$ cat config.mk
export PLATFORM = sky130hd
export DESIGN_NAME = key_schedule
export DESIGN_NICKNAME = d
export VERILOG_FILES = /design/src/rtl/rc4_pkg.sv /design/src/rtl/key_byte_sel.sv /design/src/rtl/key_schedule.sv
export SDC_FILE = /design/constraint.sdc
export NUM_CORES = 1
export LEC_CHECK = 0
export BUFFER_PORTS_ARGS = -buffer_cell sky130_fd_sc_hd__buf_2
export CAP_MARGIN = 20
export CORE_ASPECT_RATIO = 0.5
export CORE_MARGIN = 2
export CORE_UTILIZATION = 55
export DETAILED_ROUTE_END_ITERATION = 8
export GPL_TIMING_DRIVEN = 0
export PLACE_DENSITY = 0.84
export SLEW_MARGIN = 20
export SYNTH_ARGS = -nofsm -noshare
export SYNTH_HDL_FRONTEND = slang
export SYNTH_SLANG_ARGS = --single-unit
$ cat constraint.sdc
create_clock -name clk -period 6 [get_ports clk]
set_clock_uncertainty 0.05 [all_clocks]
set_input_delay 1.2 -clock clk [delete_from_list [all_inputs] [get_ports clk]]
set_output_delay 1.2 -clock clk [all_outputs]
set_load 0.02 [all_outputs]
$ cat src/rtl/rc4_pkg.sv
// rc4_pkg: shared types for the RC4 key-schedule block.
// Holds the byte type, the key-schedule state encoding, the default key
// length and the j-update helper used by the FSM datapath.
package rc4_pkg;

    localparam int KEY_LEN_DEFAULT = 3;

    typedef logic [7:0] byte_t;

    typedef enum logic [3:0] {
        IDLE   = 4'd0,
        RD_I   = 4'd1,
        WAIT_I = 4'd2,
        RD_J   = 4'd3,
        WAIT_J = 4'd4,
        WR_I   = 4'd5,
        WR_J   = 4'd6,
        NEXT   = 4'd7,
        DONE   = 4'd8
    } ksa_state_e;

    // j' = j + S[i] + key byte, modulo 256 (carries fall off the 8-bit result)
    function automatic byte_t next_j(input byte_t j, input byte_t si, input byte_t kb);
        byte_t sum;
        sum = j + si + kb;
        return sum;
    endfunction

endpackage

$ cat src/rtl/key_byte_sel.sv
// key_byte_sel: picks key byte number idx_i out of the packed key vector.
// Key byte 0 sits in the most significant byte of key_i.
module key_byte_sel
    import rc4_pkg::*;
#(
    parameter int KEY_LEN = KEY_LEN_DEFAULT,
    parameter int IDX_W   = 2
) (
    input  logic [8*KEY_LEN-1:0] key_i,
    input  logic [IDX_W-1:0]     idx_i,
    output byte_t                key_byte_o
);

    byte_t sel_s;

    // AND-OR mux over the key bytes; an out-of-range index yields zero
    always_comb begin
        sel_s = 8'h00;
        for (int b = 0; b < KEY_LEN; b++) begin
            sel_s = sel_s | ((idx_i == IDX_W'(b)) ? key_i[8*(KEY_LEN-1-b) +: 8] : 8'h00);
        end
    end

    assign key_byte_o = sel_s;

endmodule

$ cat src/rtl/key_schedule.sv
// key_schedule: RC4 key-scheduling pass over an external 256-byte S memory
// (synchronous read, data on q one cycle after addr). Each iteration reads
// S[i], updates j, reads S[j] and writes both back swapped.
// Build option KSA_SELF_SWAP_SKIP_EN: when the new j equals i the swap is a
// no-op, so the iteration jumps straight from WAIT_I to NEXT.
module key_schedule
    import rc4_pkg::*;
#(
    parameter int KEY_LEN = KEY_LEN_DEFAULT
) (
    input  logic                 clk,
    input  logic                 rst_n,
    input  logic                 start,
    input  logic [8*KEY_LEN-1:0] key,
    input  logic [7:0]           q,
    output logic [7:0]           addr,
    output logic [7:0]           data,
    output logic                 wren,
    output logic                 done
);

    localparam int IDX_W = (KEY_LEN > 1) ? $clog2(KEY_LEN) : 1;

    ksa_state_e           state_q, state_d;
    byte_t                i_q, i_d, j_q, j_d;
    byte_t                si_q, si_d, sj_q, sj_d;
    logic [IDX_W-1:0]     kidx_q, kidx_d;
    logic [8*KEY_LEN-1:0] key_q, key_d;
    logic                 start_q;
    byte_t                addr_q, addr_d, data_q, data_d;
    logic                 wren_q, wren_d, done_q, done_d;
    byte_t                kbyte_s, j_new_s;
    logic                 start_edge_s;

    key_byte_sel #(
        .KEY_LEN (KEY_LEN),
        .IDX_W   (IDX_W)
    ) u_key_byte_sel (
        .key_i      (key_q),
        .idx_i      (kidx_q),
        .key_byte_o (kbyte_s)
    );

    assign start_edge_s = start & ~start_q;
    assign j_new_s      = next_j(j_q, q, kbyte_s);

    // state register
    always_ff @(posedge clk or negedge rst_n) begin
        if (!rst_n) begin
            state_q <= IDLE;
        end else begin
            state_q <= state_d;
        end
    end

    // next-state logic; start edges are only honoured in IDLE and DONE
    always_comb begin
        state_d = state_q;
        case (state_q)
            IDLE:    state_d = start_edge_s ? RD_I : IDLE;
            RD_I:    state_d = WAIT_I;
`ifdef KSA_SELF_SWAP_SKIP_EN
            WAIT_I:  state_d = (j_new_s == i_q) ? NEXT : RD_J;
`else
            WAIT_I:  state_d = RD_J;
`endif
            RD_J:    state_d = WAIT_J;
            WAIT_J:  state_d = WR_I;
            WR_I:    state_d = WR_J;
            WR_J:    state_d = NEXT;
            NEXT:    state_d = (i_q == 8'hFF) ? DONE : RD_I;
            DONE:    state_d = start_edge_s ? RD_I : DONE;
            default: state_d = IDLE;
        endcase
    end

    // datapath next values: index/key capture, j update, S[i]/S[j] latches
    always_comb begin
        i_d    = i_q;
        j_d    = j_q;
        si_d   = si_q;
        sj_d   = sj_q;
        kidx_d = kidx_q;
        key_d  = key_q;
        case (state_q)
            IDLE, DONE: begin
                if (start_edge_s) begin
                    key_d  = key;
                    i_d    = 8'h00;
                    j_d    = 8'h00;
                    kidx_d = '0;
                end else begin
                    key_d  = key_q;
                end
            end
            WAIT_I: begin
                si_d = q;
                j_d  = j_new_s;
            end
            WAIT_J: begin
                sj_d = q;
            end
            NEXT: begin
                i_d    = i_q + 8'd1;
                kidx_d = (kidx_q == IDX_W'(KEY_LEN - 1)) ? '0 : kidx_q + IDX_W'(1);
            end
            default: begin
                i_d = i_q;
            end
        endcase
    end

    // memory-port and done outputs, computed for the state being entered so
    // the registered outputs line up with the state they belong to
    always_comb begin
        addr_d = addr_q;
        data_d = data_q;
        wren_d = 1'b0;
        done_d = (state_q == DONE) && (state_d == DONE);
        case (state_d)
            RD_I:    addr_d = i_d;
            RD_J:    addr_d = j_d;
            WR_I: begin
                addr_d = i_q;
                data_d = sj_d;
                wren_d = 1'b1;
            end
            WR_J: begin
                addr_d = j_q;
                data_d = si_q;
                wren_d = 1'b1;
            end
            default: addr_d = addr_q;
        endcase
    end

    // datapath and output registers
    always_ff @(posedge clk or negedge rst_n) begin
        if (!rst_n) begin
            i_q     <= 8'h00;
            j_q     <= 8'h00;
            si_q    <= 8'h00;
            sj_q    <= 8'h00;
            kidx_q  <= '0;
            key_q   <= '0;
            start_q <= 1'b0;
            addr_q  <= 8'h00;
            data_q  <= 8'h00;
            wren_q  <= 1'b0;
            done_q  <= 1'b0;
        end else begin
            i_q     <= i_d;
            j_q     <= j_d;
            si_q    <= si_d;
            sj_q    <= sj_d;
            kidx_q  <= kidx_d;
            key_q   <= key_d;
            start_q <= start;
            addr_q  <= addr_d;
            data_q  <= data_d;
            wren_q  <= wren_d;
            done_q  <= done_d;
        end
    end

    assign addr = addr_q;
    assign data = data_q;
    assign wren = wren_q;
    assign done = done_q;

endmodule

==> results_dict.tcl <==
set metrics [dict create \
    grt-ovfl-total 0 \
    setup_viol 0 \
    dieWidth_um 123 \
    rsz0062_at_grt "false" \
    portBuffers 52 \
    maxCapViolations 0 \
    tightest_slew_ns 0.659 \
    slew_violations 0 \
    regArea_um2 1830 \
    ys_seq_area_share_pct 47.2 \
    synth_area_leaders "dfrtp_1 (47%), nand2_1 (13%), mux2i_1 (5.9%)" \
    routed_via_density 5.45 \
    die-height_um 63.3 \
    synth_top_area_share_pct 47.2 \
    ant_nets 0 \
    clk_latency_ns 0.34 \
    yosys_register_bits 73 \
    numCtsBuffers 9 \
    detailed_place_hpwl_mm 6.27 \
    synth_top_area_cell "dfrtp_1" \
    cts.clk_slew.worst_paths_ns 0.06 \
    routed_wl_mm 8.91 \
    drive_gt1_share_pct 20.4 \
    nFillCells 520 \
    cts.sink_count 73 \
    max_slew_margin_pct 56.0 \
    finalHoldViolCount 0 \
    synth_cell_types 56 \
    p_leak_nw 2.35 \
    path_max_fanout 10 \
    ys_top_cells_by_count "nand2_1 (135), dfrtp_1 (73), o21ai_0 (28)" \
    synth_edf_count 0 \
    grt_usage_pct 25.8 \
    synthesis.nets 461 \
    multiInputGateArea_um2 1880 \
    area_growth_pct 17.8 \
    grt_pass1_vias 3079 \
    worstPathArrival_ns 3.81 \
    post_cts_buffers 0 \
    total_power_mw 2.94 \
    cp-end-kind "flip-flop" \
    cts_tree "yes" \
    power_density_nw_per_um2 644 \
    vias 3119 \
    clock_path_buffers 2 \
    run_status "finished, final reports clean" \
    cts-root-buf "clkbuf_16" \
    design_area_um2 4560 \
    avgSynthCellArea_um2 9.43 \
    fin_crit_sh_pct 60.8 \
    hp-class "reg -> reg" \
    fin_nets 525 \
    yosysWarnings 0 \
    cts_resized 0 \
    post_drt_wl_per_cell_um 15.6 \
    cts.htree.levels 3 \
    detail_route.iter0.violations 215 \
    synthFlopType "dfrtp_1" \
    gp_congestion 0.845 \
    drc 0 \
    dieArea_um2 7770 \
    cp-start-kind "flip-flop" \
    rows 21 \
    hold_buffers 0 \
    finalCriticalPeriod_ns 3.65 \
    start_util_pct 57.4 \
    netlist_area_um2 3870 \
    placed_area_um2 4280 \
    setup_tns_ns 0 \
    n_antenna_cell 0 \
    io_pins 53 \
    critPathRequiredTime_ns 6.16 \
    synth_most_common_cell "nand2_1" \
    grt_max_degree 59 \
    grt_antenna_before_repair 0 \
    grt_pass1_wl_mm 15.2 \
    vdd_drop_max_v 0.000245 \
    syn_inst 411 \
    synth-async-reset-ratio_pct 100 \
    drt_first_pass_iters 4 \
    crit_type "reg -> reg" \
    core_area_um2 6750 \
    fmaxAchievable_mhz 274 \
]
-- flip-flops by register name, summed over array words and instances (netlist names), 2 cells and up --
name,cells
kidx_q,2
state_q,4
si_q,8
j_q,8
key_q,24
addr,8
i_q,8
data,8
-- final cells by class --
class / count / share of cell area, %
Clock inverter: 6 / 0.960
Multi-Input combinational cell: 304 / 41.3
Buffer: 20 / 2.41
Inverter: 14 / 1.18
Tap cell: 92 / 2.52
Sequential cell: 73 / 40.0
Timing Repair Buffer: 53 / 6.36
Clock buffer: 10 / 5.24
-- path summary, 6_finish.rpt --
kind / from / slack, ns / cells past startpoint / end
setup / recovery: kidx_q[0] / 2.35 / 11 / addr[5]
hold / removal: data[0] / 0.42 / 2 / data[0]
setup reg to reg: kidx_q[0] / 2.35 / 11 / addr[5]
hold reg to reg: data[0] / 0.42 / 2 / data[0]
max in group asynchronous: rst_n / 4.69 / 2 / data[0]
min in group asynchronous: rst_n / 0.67 / 1 / key_q[22]
-- per-stage QoR --
step	worst slack, ns	instances	utilization [%]	hold slack, ns
final	2.35	572	67.6	0.423
after global routing	2.11	572	67.6	0.442
after CTS	2.40	572	67.6	0.427
after detailed placement	2.37	556	63.4	0.412
after global placement	2.39	555	62.9	0.407
after floorplan	2.65	411	-	0.395
-- power by group --
| group | internal (mW) | switching (mW) |
|---|---|---|
| sequential | 0.729 | 0.150 |
| combinational | 0.642 | 0.915 |
| clock | 0.291 | 0.212 |
-- worst max-delay path, stage by stage (launching register included) --
cell	delay (ns)
dfrtp_1	0.39
buf_1	0.53
mux2i_1	0.28
o21ai_0	0.22
fa_1	0.46
ha_1	0.26
fa_1	0.44
a21o_1	0.20
a211oi_1	0.23
nor3_1	0.11
a211oi_1	0.28
nor2_1	0.08
-- layer usage --
| metal | vias up | wire, µm | GRT usage [%] |
|---|---|---|---|
| li1 | 1504 | - | - |
| met1 | 1495 | 4190 | 36.3 |
| met2 | 109 | 4060 | 39.6 |
| met3 | 11 | 545 | 6.61 |
| met4 | 0 | 119 | 7.18 |
| met5 | - | 0 | 0 |
-- logic make-up (layout without fill, tap and decap cells) --
| family | after synthesis | in the layout | share of synthesized area [%] |
|---|---|---|---|
| mux | 25 | 25 | 6.65 |
| buf+inv | 34 | 103 | 4.23 |
| fa+ha+maj | 15 | 15 | 6.40 |
| simple gates | 181 | 181 | 20.9 |
| flops | 73 | 73 | 47.2 |
| compound gates | 76 | 76 | 13.1 |
| xor+xnor | 7 | 7 | 1.58 |
-- layout by cell type, fill, tap and decap left out, types with 6 or more instances in the layout --
master     count
a211oi_1       7
mux2i_1       23
a21o_1         6
nand2_1      135
ha_1           7
xnor2_1        6
dfrtp_1       73
clkbuf_1       7
o21ai_0       28
a21oi_1       12
nor2_1        18
fa_1           8
clkbuf_16      9
inv_1         13
buf_2         58
Power figures use the tool's default switching activity.
